--- config.mk ---
export PLATFORM = sky130hd
export DESIGN_NAME = sequence_detector_ctrl
export DESIGN_NICKNAME = d
export VERILOG_FILES = /design/src/rtl/sequence_detector_ctrl.sv
export SDC_FILE = /design/constraint.sdc
export NUM_CORES = 1
export LEC_CHECK = 0
export CAP_MARGIN = 20
export CORE_MARGIN = 2
export CORE_UTILIZATION = 35
export CTS_CLUSTER_SIZE = 20
export DETAILED_ROUTE_END_ITERATION = 8
export GPL_TIMING_DRIVEN = 1
export PLACE_DENSITY = 0.56
export SLEW_MARGIN = 25
export SYNTH_ARGS = -nofsm -noshare
export SYNTH_HDL_FRONTEND = slang
export SYNTH_SLANG_ARGS = --single-unit
--- constraint.sdc ---
create_clock -name clk -period 4.8 [get_ports clk]
set_clock_uncertainty 0.1 [all_clocks]
set_input_delay 0.48 -clock clk [delete_from_list [all_inputs] [get_ports clk]]
set_output_delay 0.48 -clock clk [all_outputs]
set_load 0.1 [all_outputs]
--- src/rtl/sequence_detector_ctrl.sv ---
// Sequencer for the serial sequence detector: latches a test word and mode, clears the detector,
// shifts the word out MSB-first on X and counts qualified Z assertions with a start/busy/done handshake.
module sequence_detector_ctrl #(
  parameter int WIDTH = 44,
  parameter int CNT_W = 6
) (
  input  logic             clk,
  input  logic             reset,
  input  logic             start,
  input  logic             mode,
  input  logic [WIDTH-1:0] pattern,
  input  logic             abort,
  input  logic             Z,
  output logic             X,
  output logic             M,
  output logic             det_reset,
  output logic             busy,
  output logic             done,
  output logic             aborted,
  output logic [CNT_W-1:0] det_count
);

  localparam int BCW = $clog2(WIDTH);
  localparam logic [BCW-1:0]   LAST_BIT = BCW'(WIDTH - 1);
  localparam logic [CNT_W-1:0] CNT_MAX  = '1;

  typedef enum logic [2:0] {
    S_IDLE,
    S_CLR,
    S_SHIFT,
    S_DRAIN,
    S_DONE
  } state_t;

  state_t           state_q, state_d;
  logic [WIDTH-1:0] sr_q, sr_d;
  logic [BCW-1:0]   bit_q, bit_d;
  logic             m_q, m_d;
  logic             ab_q, ab_d;
  logic [CNT_W-1:0] cnt_q, cnt_d;
  logic             qual;

  always_ff @(posedge clk or posedge reset) begin
    if (reset) begin
      state_q <= S_IDLE;
      sr_q    <= '0;
      bit_q   <= '0;
      m_q     <= 1'b0;
      ab_q    <= 1'b0;
      cnt_q   <= '0;
    end else begin
      state_q <= state_d;
      sr_q    <= sr_d;
      bit_q   <= bit_d;
      m_q     <= m_d;
      ab_q    <= ab_d;
      cnt_q   <= cnt_d;
    end
  end

  always_comb begin
    state_d = state_q;
    sr_d    = sr_q;
    bit_d   = bit_q;
    m_d     = m_q;
    ab_d    = ab_q;
    cnt_d   = cnt_q;
    qual    = 1'b0;
    case (state_q)
      S_IDLE: begin
        if (start) begin
          sr_d    = pattern;
          m_d     = mode;
          cnt_d   = '0;
          ab_d    = 1'b0;
          state_d = S_CLR;
        end
      end
      S_CLR: begin
        if (abort) begin
          ab_d    = 1'b1;
          state_d = S_DONE;
        end else begin
          bit_d   = LAST_BIT;
          state_d = S_SHIFT;
        end
      end
      S_SHIFT: begin
        if (abort) begin
          ab_d    = 1'b1;
          state_d = S_DONE;
        end else begin
          // Moore Z lags X by one bit, so its first SHIFT sample belongs to no pattern bit
          qual = !m_q || (bit_q != LAST_BIT);
          sr_d = {sr_q[WIDTH-2:0], 1'b0};
          if (bit_q == '0) begin
            state_d = S_DRAIN;
          end else begin
            bit_d = bit_q - 1'b1;
          end
        end
      end
      S_DRAIN: begin
        if (abort) begin
          ab_d    = 1'b1;
          state_d = S_DONE;
        end else begin
          qual    = m_q;
          state_d = S_DONE;
        end
      end
      S_DONE:  state_d = S_IDLE;
      default: state_d = S_IDLE;
    endcase
    if (qual && Z && (cnt_q != CNT_MAX)) begin
      cnt_d = cnt_q + 1'b1;
    end
  end

  assign X         = (state_q == S_SHIFT) && sr_q[WIDTH-1];
  assign M         = m_q;
  assign det_reset = (state_q == S_CLR);
  assign busy      = (state_q == S_CLR) || (state_q == S_SHIFT) || (state_q == S_DRAIN);
  assign done      = (state_q == S_DONE);
  assign aborted   = ab_q;
  assign det_count = cnt_q;

endmodule
After elaboration in Yosys (flattened, before gate mapping) --
Index checks and enable logic that the tools add are counted. Widths: inputs -> output; s select.
Storage, ports and cells: output and inout port bits 12, logic and storage cells 62, register bits after elaboration 61, input bits 50
Operators by class: reduce and logical (&&, ||, !) cells 21, equal/unequal tests 12, add/subtract/negate cells 2, multiplexer cells 21
Operators by type and width (number):
- $mux 44 | 2
- $pmux 44 s2 | 1
- $mux 6 | 6
- $mux 3 | 4
- $ne 6x6->1 const B | 2
- $pmux 3 s4 | 1
- $pmux 6 s2 | 1
- $reduce_bool 2->1 | 5
- $ne 2x2->1 const B | 4
- $add 6x1->6 const B | 1
- $eq 3x2->1 const B | 2
- $logic_not 6->1 | 1
- $reduce_and 2->1 | 3
- $reduce_and 3->1 | 2
- $sub 6x1->6 const B | 1
- $mux 1 | 4
- $pmux 1 s2 | 2
- $reduce_and 4->1 | 1
- $eq 3x1->1 const B | 1
- $eq 3x3->1 const B | 1
- $logic_and 1x1->1 | 3
- $logic_not 3->1 | 1
- $logic_or 1x1->1 | 3
- $ne 3x3->1 const B | 1
- other kinds (3) | 3

Depth between registers and ports, before layout --
Gate-level depths: netlist of run 1.
word-level depth 8, depth in mapped cells 9, gate-level depth less buffers 5

Worst setup path after synthesis of run 1 --
OpenSTA, ideal clock, no wires.
kind register to output, from reg state_q[2], to out done, arrival time 2559 ps, buffers on the path 0, data required time 4220 ps, setup slack 1661 ps, cell stages (with the launch flop) 3, path through dfrtp_1 > inv_1 > nor3_1
On the way: cells in the longest elaborated chain, start to end 1
Ends and longest elaborated chain:
- start, declared | RTL line 35 | state_t state_q, state_d;
- start signal, assigned | RTL line 52 | state_q <= state_d;
- $eq 3x3->1 | RTL line 124 | assign done = (state_q == S_DONE);
- end, declared | RTL line 18 | output logic done,
Every way passes these cells.

Final worst setup path of run 1 --
from reg state_q[2], to out X
On the way: cells in the longest elaborated chain, start to end 2
Ends and longest elaborated chain:
- $eq 3x2->1 | RTL line 120 | assign X = (state_q == S_SHIFT) && sr_q[WIDTH-1];
- $logic_and 1x1->1 | RTL line 120
- end, declared | RTL line 14 | output logic X,
Every way passes these cells.

==> results.json, run 1 <==
{
  "io_pins": 62,
  "cts-root-buf": "clkbuf_8",
  "relSlewSlack_pct": 33.6,
  "yosys.area_share.simple_pct": 14.1,
  "synth_area_um2": 3050,
  "globalplace.congestion": 0.688,
  "grt.overflow.total": 0,
  "cellLeakagePower_nw": 1.80,
  "hold_class": "reg2reg",
  "layout_common_cells": "dfrtp_1, clkdlybuf4s50_1, nand2_1, mux2i_1, o21ai_0",
  "crit_required_ns": 4.22,
  "dpl_cell_area_um2": 3700,
  "cts_resized": 0,
  "ys_seq_area_share_pct": 50.0,
  "worst-path-buf-inv": 2,
  "initial_core_util_pct": 35.5,
  "critPathMaxStageDelay_ns": 1.14,
  "setup_viol": 0,
  "yosys_warnings": 0,
  "fin_crit_ns": 3.25,
  "critPathLaunchType": "flop",
  "layout_worst_path_cycle_share_pct": 67.7,
  "drc_errors": 0,
  "synth_top_family_by_area": "multiplexers",
  "dp_hpwl_um": 4180,
  "ant_nets": 0,
  "route.vias.total": 2270,
  "power_frac_seq_pct": 37.7,
  "synth_compound_area_share_pct": 13.9,
  "yosysTopAreaCellShare_pct": 50.0,
  "fin_ws_ns": 1.55,
  "synth_edf_count": 0,
  "drv_slew": 0,
  "viasPerCell": 4.84,
  "clk_path_buf_depth": 2,
  "grt_pass1_vias": 2239,
  "avgRoutedWirePerCell_um": 13.0,
  "p_sw_share_pct": 40.7,
  "worstMarginPinSlew_ns": 0.996,
  "layout.nets": 410,
  "drtIter0Drc": 92,
  "pre_cts_ws_ns": 1.91,
  "row_count": 34,
  "io_buffers": 61,
  "hold_ws_ns": 0.381,
  "crit_family": "buffers and inverters",
  "power_frac_comb_pct": 40.8,
  "async_flop_share_pct": 100,
  "grt_max_degree": 89,
  "cts-htree-levels": 3,
  "synth_xor_area_share_pct": 0,
  "crit_path_cell_trace": "nor3b_2 > buf_4 > and2_1 > clkdlybuf4s50_1",
  "yosys_register_bits": 61,
  "first_pass_iters": 4,
  "internal_power_mw": 1.39,
  "synth_flop_cell": "dfrtp_1",
  "finalWirelength_um": 6110,
  "max_cap_violations": 0,
  "ir_drop_mv": 0.221,
  "syn2layout_area_growth_pct": 28.3,
  "synthAdderAreaFrac_pct": 1.64,
  "numCtsBuffers": 9,
  "crit_arrival_ns": 2.67,
  "rsz0062_at_grt": "no",
  "n_antenna_cell": 0,
  "ctsHoldBuffers": 0,
  "syn_nets": 355,
  "final_area_um2": 3920,
  "fin_tns_setup_ns": 0,
  "clkSinkCount": 61,
  "die_h_um": 97.4,
  "synth.largest_area_cell": "dfrtp_1",
  "path_class": "reg2out",
  "power_density_nw_per_um2": 598,
  "clk-insertion-delay-late_ns": 0.33,
  "path_clk_slew_ns": 0.06,
  "hold_viol": 0,
  "synth_mux_area_share_pct": 14.8,
  "cts_tree": "built",
  "switchingPower_mw": 0.953,
  "cp_max_fo": 20,
  "die_w_um": 97.4,
  "slowest_stage": "clkdlybuf4s50_1",
  "fin_util_pct": 45.6,
  "synthTopCellsByArea": "dfrtp_1, mux2i_1, nand2_1",
  "drive_gt1_share_pct": 7.20,
  "grt_usage_pct": 13.5,
  "status": "finished, final reports clean",
  "postSynthCellCount": 301,
  "antenna_found_initial": 0,
  "avgSynthCellArea_um2": 10.1,
  "clkPwrFrac_pct": 21.5,
  "ys_types": 40,
  "post_cts_buffers": 0,
  "die-area_um2": 9490,
  "grt_pass1_wl_um": 10500,
  "cp-end-kind": "output pin",
  "fmax_mhz": 308,
  "coreArea_um2": 8590
}
cell type report:
type,instances,area [um2]
Sequential cell,61,1530
Multi-Input combinational cell,209,1360
Inverter,11,41.3
Clock inverter,3,68.8
Tap cell,108,135
Fill cell,830,4680
Timing Repair Buffer,64,633
Clock buffer,13,149
stage by stage:
stage,power [mW],instances
2_1_floorplan,1.68,301
3_3_place_gp,1.84,453
3_5_place_dp,1.87,453
4_1_cts,2.38,469
5_1_grt,2.53,469
6_report,2.34,469
layer usage:
| layer | vias to the layer above | global-route usage (%) | wire, um |
|---|---|---|---|
| met1 | 1048 | 17.6 | 2870 |
| met5 | - | 0 | 0 |
| li1 | 1170 | - | - |
| met2 | 48 | 21.3 | 2850 |
| met3 | 4 | 5.61 | 348 |
| met4 | 0 | 2.56 | 44 |
final timing paths:
path                                         from                endpoint  slack [ns]  cells after the start
setup / recovery           state_q[2]$_DFFE_PP0P_                       X        1.55                      4
hold / removal               sr_q[32]$_DFFE_PP0P_    sr_q[32]$_DFFE_PP0P_        0.38                      2
min in group asynchronous                   reset    sr_q[21]$_DFFE_PP0P_        0.40                      2
hold reg to reg              sr_q[32]$_DFFE_PP0P_    sr_q[32]$_DFFE_PP0P_        0.38                      2
setup reg to reg           state_q[2]$_DFFE_PP0P_    bit_q[5]$_DFFE_PP0P_        2.09                      4
max in group asynchronous                   reset  state_q[2]$_DFFE_PP0P_        3.31                      3
flip-flops by register name (all words and copies together) (netlist names):
register and cells:
sr_q 44, state_q 3, bit_q 6, M 1, det_count 6, aborted 1
power by group through the flow:
stage	combinational (mW)	sequential (mW)	clock (mW)
3_5_place_dp	0.975	0.890	0
2_1_floorplan	0.746	0.934	0
4_1_cts	0.974	0.884	0.519
5_1_grt	1.07	0.915	0.543
6_report	0.956	0.883	0.503
3_3_place_gp	0.957	0.887	0
synth_stat cells, drive strengths merged (3+ instances only):
cell    number
ha           4
a21oi        5
buf         15
dfrtp       61
nor2         5
o21ai       49
nand2b       5
inv         11
nor3         4
mux2i       44
clkbuf       5
o31ai        3
and3         4
nand2       52
nor3b        3
worst reg2reg max path, cell delays in order (launching register included):
cell and delay, ns:
dfrtp_1 0.46, or3b_2 0.89, a311oi_2 0.81, and4_1 0.29, nor2_1 0.05
cells by family after synthesis:
family / Yosys count
AO/OA/AOI/OAI: 72
adder cells (fa/ha/maj): 4
buffers and inverters: 31
flip-flops: 61
multiplexers: 45
AND/OR/NAND/NOR: 88
No activity file was read; power rests on OpenSTA's default activity.
==> run 2, diff against run 1 <==
- PLACE_DENSITY: 0.56 -> 0.58
- clock period: 4.8 -> 2.6 ns (I/O delays scaled with it)
==> run 2 against run 1 <==
Against the previous run:
- clock power grew 67%
- total power is 84% higher
- register-to-register slack worse by 1.6 ns
- hold slack worse by 0.19 ns
- count of clock-buffer cells in the layout is 4 lower
- combinational power up 92%
- die area is the same
- non-clock buffer count up 5
==> results.json, run 2 (synthesis gave the netlist of run 1 again) <==
{
  "status": "finished, final reports clean",
  "power_frac_seq_pct": 38.0,
  "largest_reg_flops": 44,
  "cts-htree-levels": 3,
  "cts_resized": 0,
  "switchingPower_mw": 1.82,
  "io_buffers": 61,
  "hold_viol": 0,
  "avgRoutedWirePerCell_um": 13.1,
  "p_sw_share_pct": 42.2,
  "drv_slew": 0,
  "rsz0062_at_grt": "no",
  "place_inst": 458,
  "multi_input_area_um2": 1370,
  "row_count": 34,
  "initial_core_util_pct": 35.5,
  "dp_hpwl_um": 4270,
  "route.vias.total": 2327,
  "drc_errors": 0,
  "layout_common_cells": "dfrtp_1, nand2_1, clkdlybuf4s50_1, mux2i_1, o21ai_0",
  "fmax_mhz": 463,
  "reg2reg_slack_ns": 0.45,
  "top_register": "sr_q",
  "globalplace.congestion": 0.757,
  "cp-end-kind": "output pin",
  "worstMarginPinSlew_ns": 0.685,
  "relSlewSlack_pct": 54.0,
  "seq_area_um2": 1530,
  "clkSinkCount": 61,
  "io_pins": 62,
  "setup_viol": 0,
  "max_cap_violations": 0,
  "hold_ws_ns": 0.192,
  "power_density_nw_per_um2": 1090,
  "layout.nets": 415,
  "layout_worst_path_cycle_share_pct": 83.1,
  "drtIter0Drc": 135,
  "die-area_um2": 9490,
  "layout_commonest_cell": "dfrtp_1",
  "dpl_cell_area_um2": 3760,
  "finalWirelength_um": 6190,
  "grt.overflow.total": 0,
  "numCtsBuffers": 9,
  "first_pass_iters": 4,
  "power_frac_comb_pct": 42.5,
  "clk_path_buf_depth": 2,
  "grt_pass1_wl_um": 10800,
  "ant_nets": 0,
  "cts_tree": "built",
  "cp_max_fo": 20,
  "num-fill-cells": 846,
  "path_clk_slew_ns": 0.07,
  "viasPerCell": 4.91,
  "crit_required_ns": 2.24,
  "path_class": "reg2out",
  "die_h_um": 97.4,
  "crit_arrival_ns": 1.80,
  "syn2layout_area_growth_pct": 29.8,
  "final_cells": 474,
  "clkPwrFrac_pct": 19.5,
  "fin_tns_setup_ns": 0,
  "antenna_found_initial": 0,
  "final_area_um2": 3960,
  "n_antenna_cell": 0,
  "grt_pass1_vias": 2365,
  "internal_power_mw": 2.50,
  "clk-insertion-delay-late_ns": 0.33,
  "grt_usage_pct": 13.8,
  "cts-root-buf": "clkbuf_8",
  "cellLeakagePower_nw": 1.83,
  "ir_drop_mv": 0.370,
  "post_cts_buffers": 0,
  "ctsHoldBuffers": 0,
  "coreArea_um2": 8590,
  "drive_gt1_share_pct": 12.8,
  "p_total_mw": 4.32,
  "fin_crit_ns": 2.16,
  "grt_max_degree": 89,
  "critPathLaunchType": "flop",
  "hold_class": "in2async",
  "die_w_um": 97.4
}
-- run 2: changes by cell type in the layout (fill, tap and decap cells not counted), sizes merged --
cell	before	now
clkinvlp	0	5
clkbuf	13	9
buf	3	20
bufinv	2	1
clkdlybuf4s50	61	49
-- run 2: power groups by stage --
stage	clock network, mW	registers [mW]	logic [mW]
after floorplan	0	1.73	1.38
after global placement	0	1.65	1.82
after detailed placement	0	1.66	1.87
after CTS	0.871	1.64	1.87
after global routing	0.908	1.71	2.06
final	0.841	1.64	1.84
-- run 2: metrics by stage --
step                      utilization (%)  setup slack (ns)
after floorplan                         -             0.169
after global placement               43.8             0.415
after detailed placement             43.8             0.404
after CTS                            46.1             0.411
after global routing                 46.1             0.323
final                                46.1             0.440
-- run 2: critical path: stages (launching register included) --
cell	delay, ns
dfrtp_1	0.49
nor3b_2	0.21
buf_4	0.34
and2_1	0.23
buf_12	0.18
-- run 2: cell type report --
class / count / area share (%)
sequential: 61 / 38.5
multi-input combinational: 209 / 34.5
timing repair buffer: 69 / 17.4
tap: 108 / 3.41
clock buffer: 9 / 3.13
clock inverter: 7 / 1.93
inverter: 11 / 1.04
-- run 2: metal layers --
layer  track usage [%]  share of wire, %  vias to the layer above
met1              17.3                46                     1092
li1                  -                 -                     1183
met2              22.1                47                       44
met3              4.60               5.9                        8
met4              5.13              0.71                        0
met5                 0                 0                        -
-- run 2: final timing paths --
kind,from,endpoint,cells after the start
max,state_q[1]$_DFFE_PP0P_,X,4
max reg2reg,state_q[2]$_DFFE_PP0P_,sr_q[25]$_DFFE_PP0P_,6
min in group clk,sr_q[34]$_DFFE_PP0P_,sr_q[34]$_DFFE_PP0P_,2
min reg2reg,sr_q[34]$_DFFE_PP0P_,sr_q[34]$_DFFE_PP0P_,2
max in group asynchronous,reset,sr_q[10]$_DFFE_PP0P_,3
min,reset,M$_DFFE_PP0P_,3
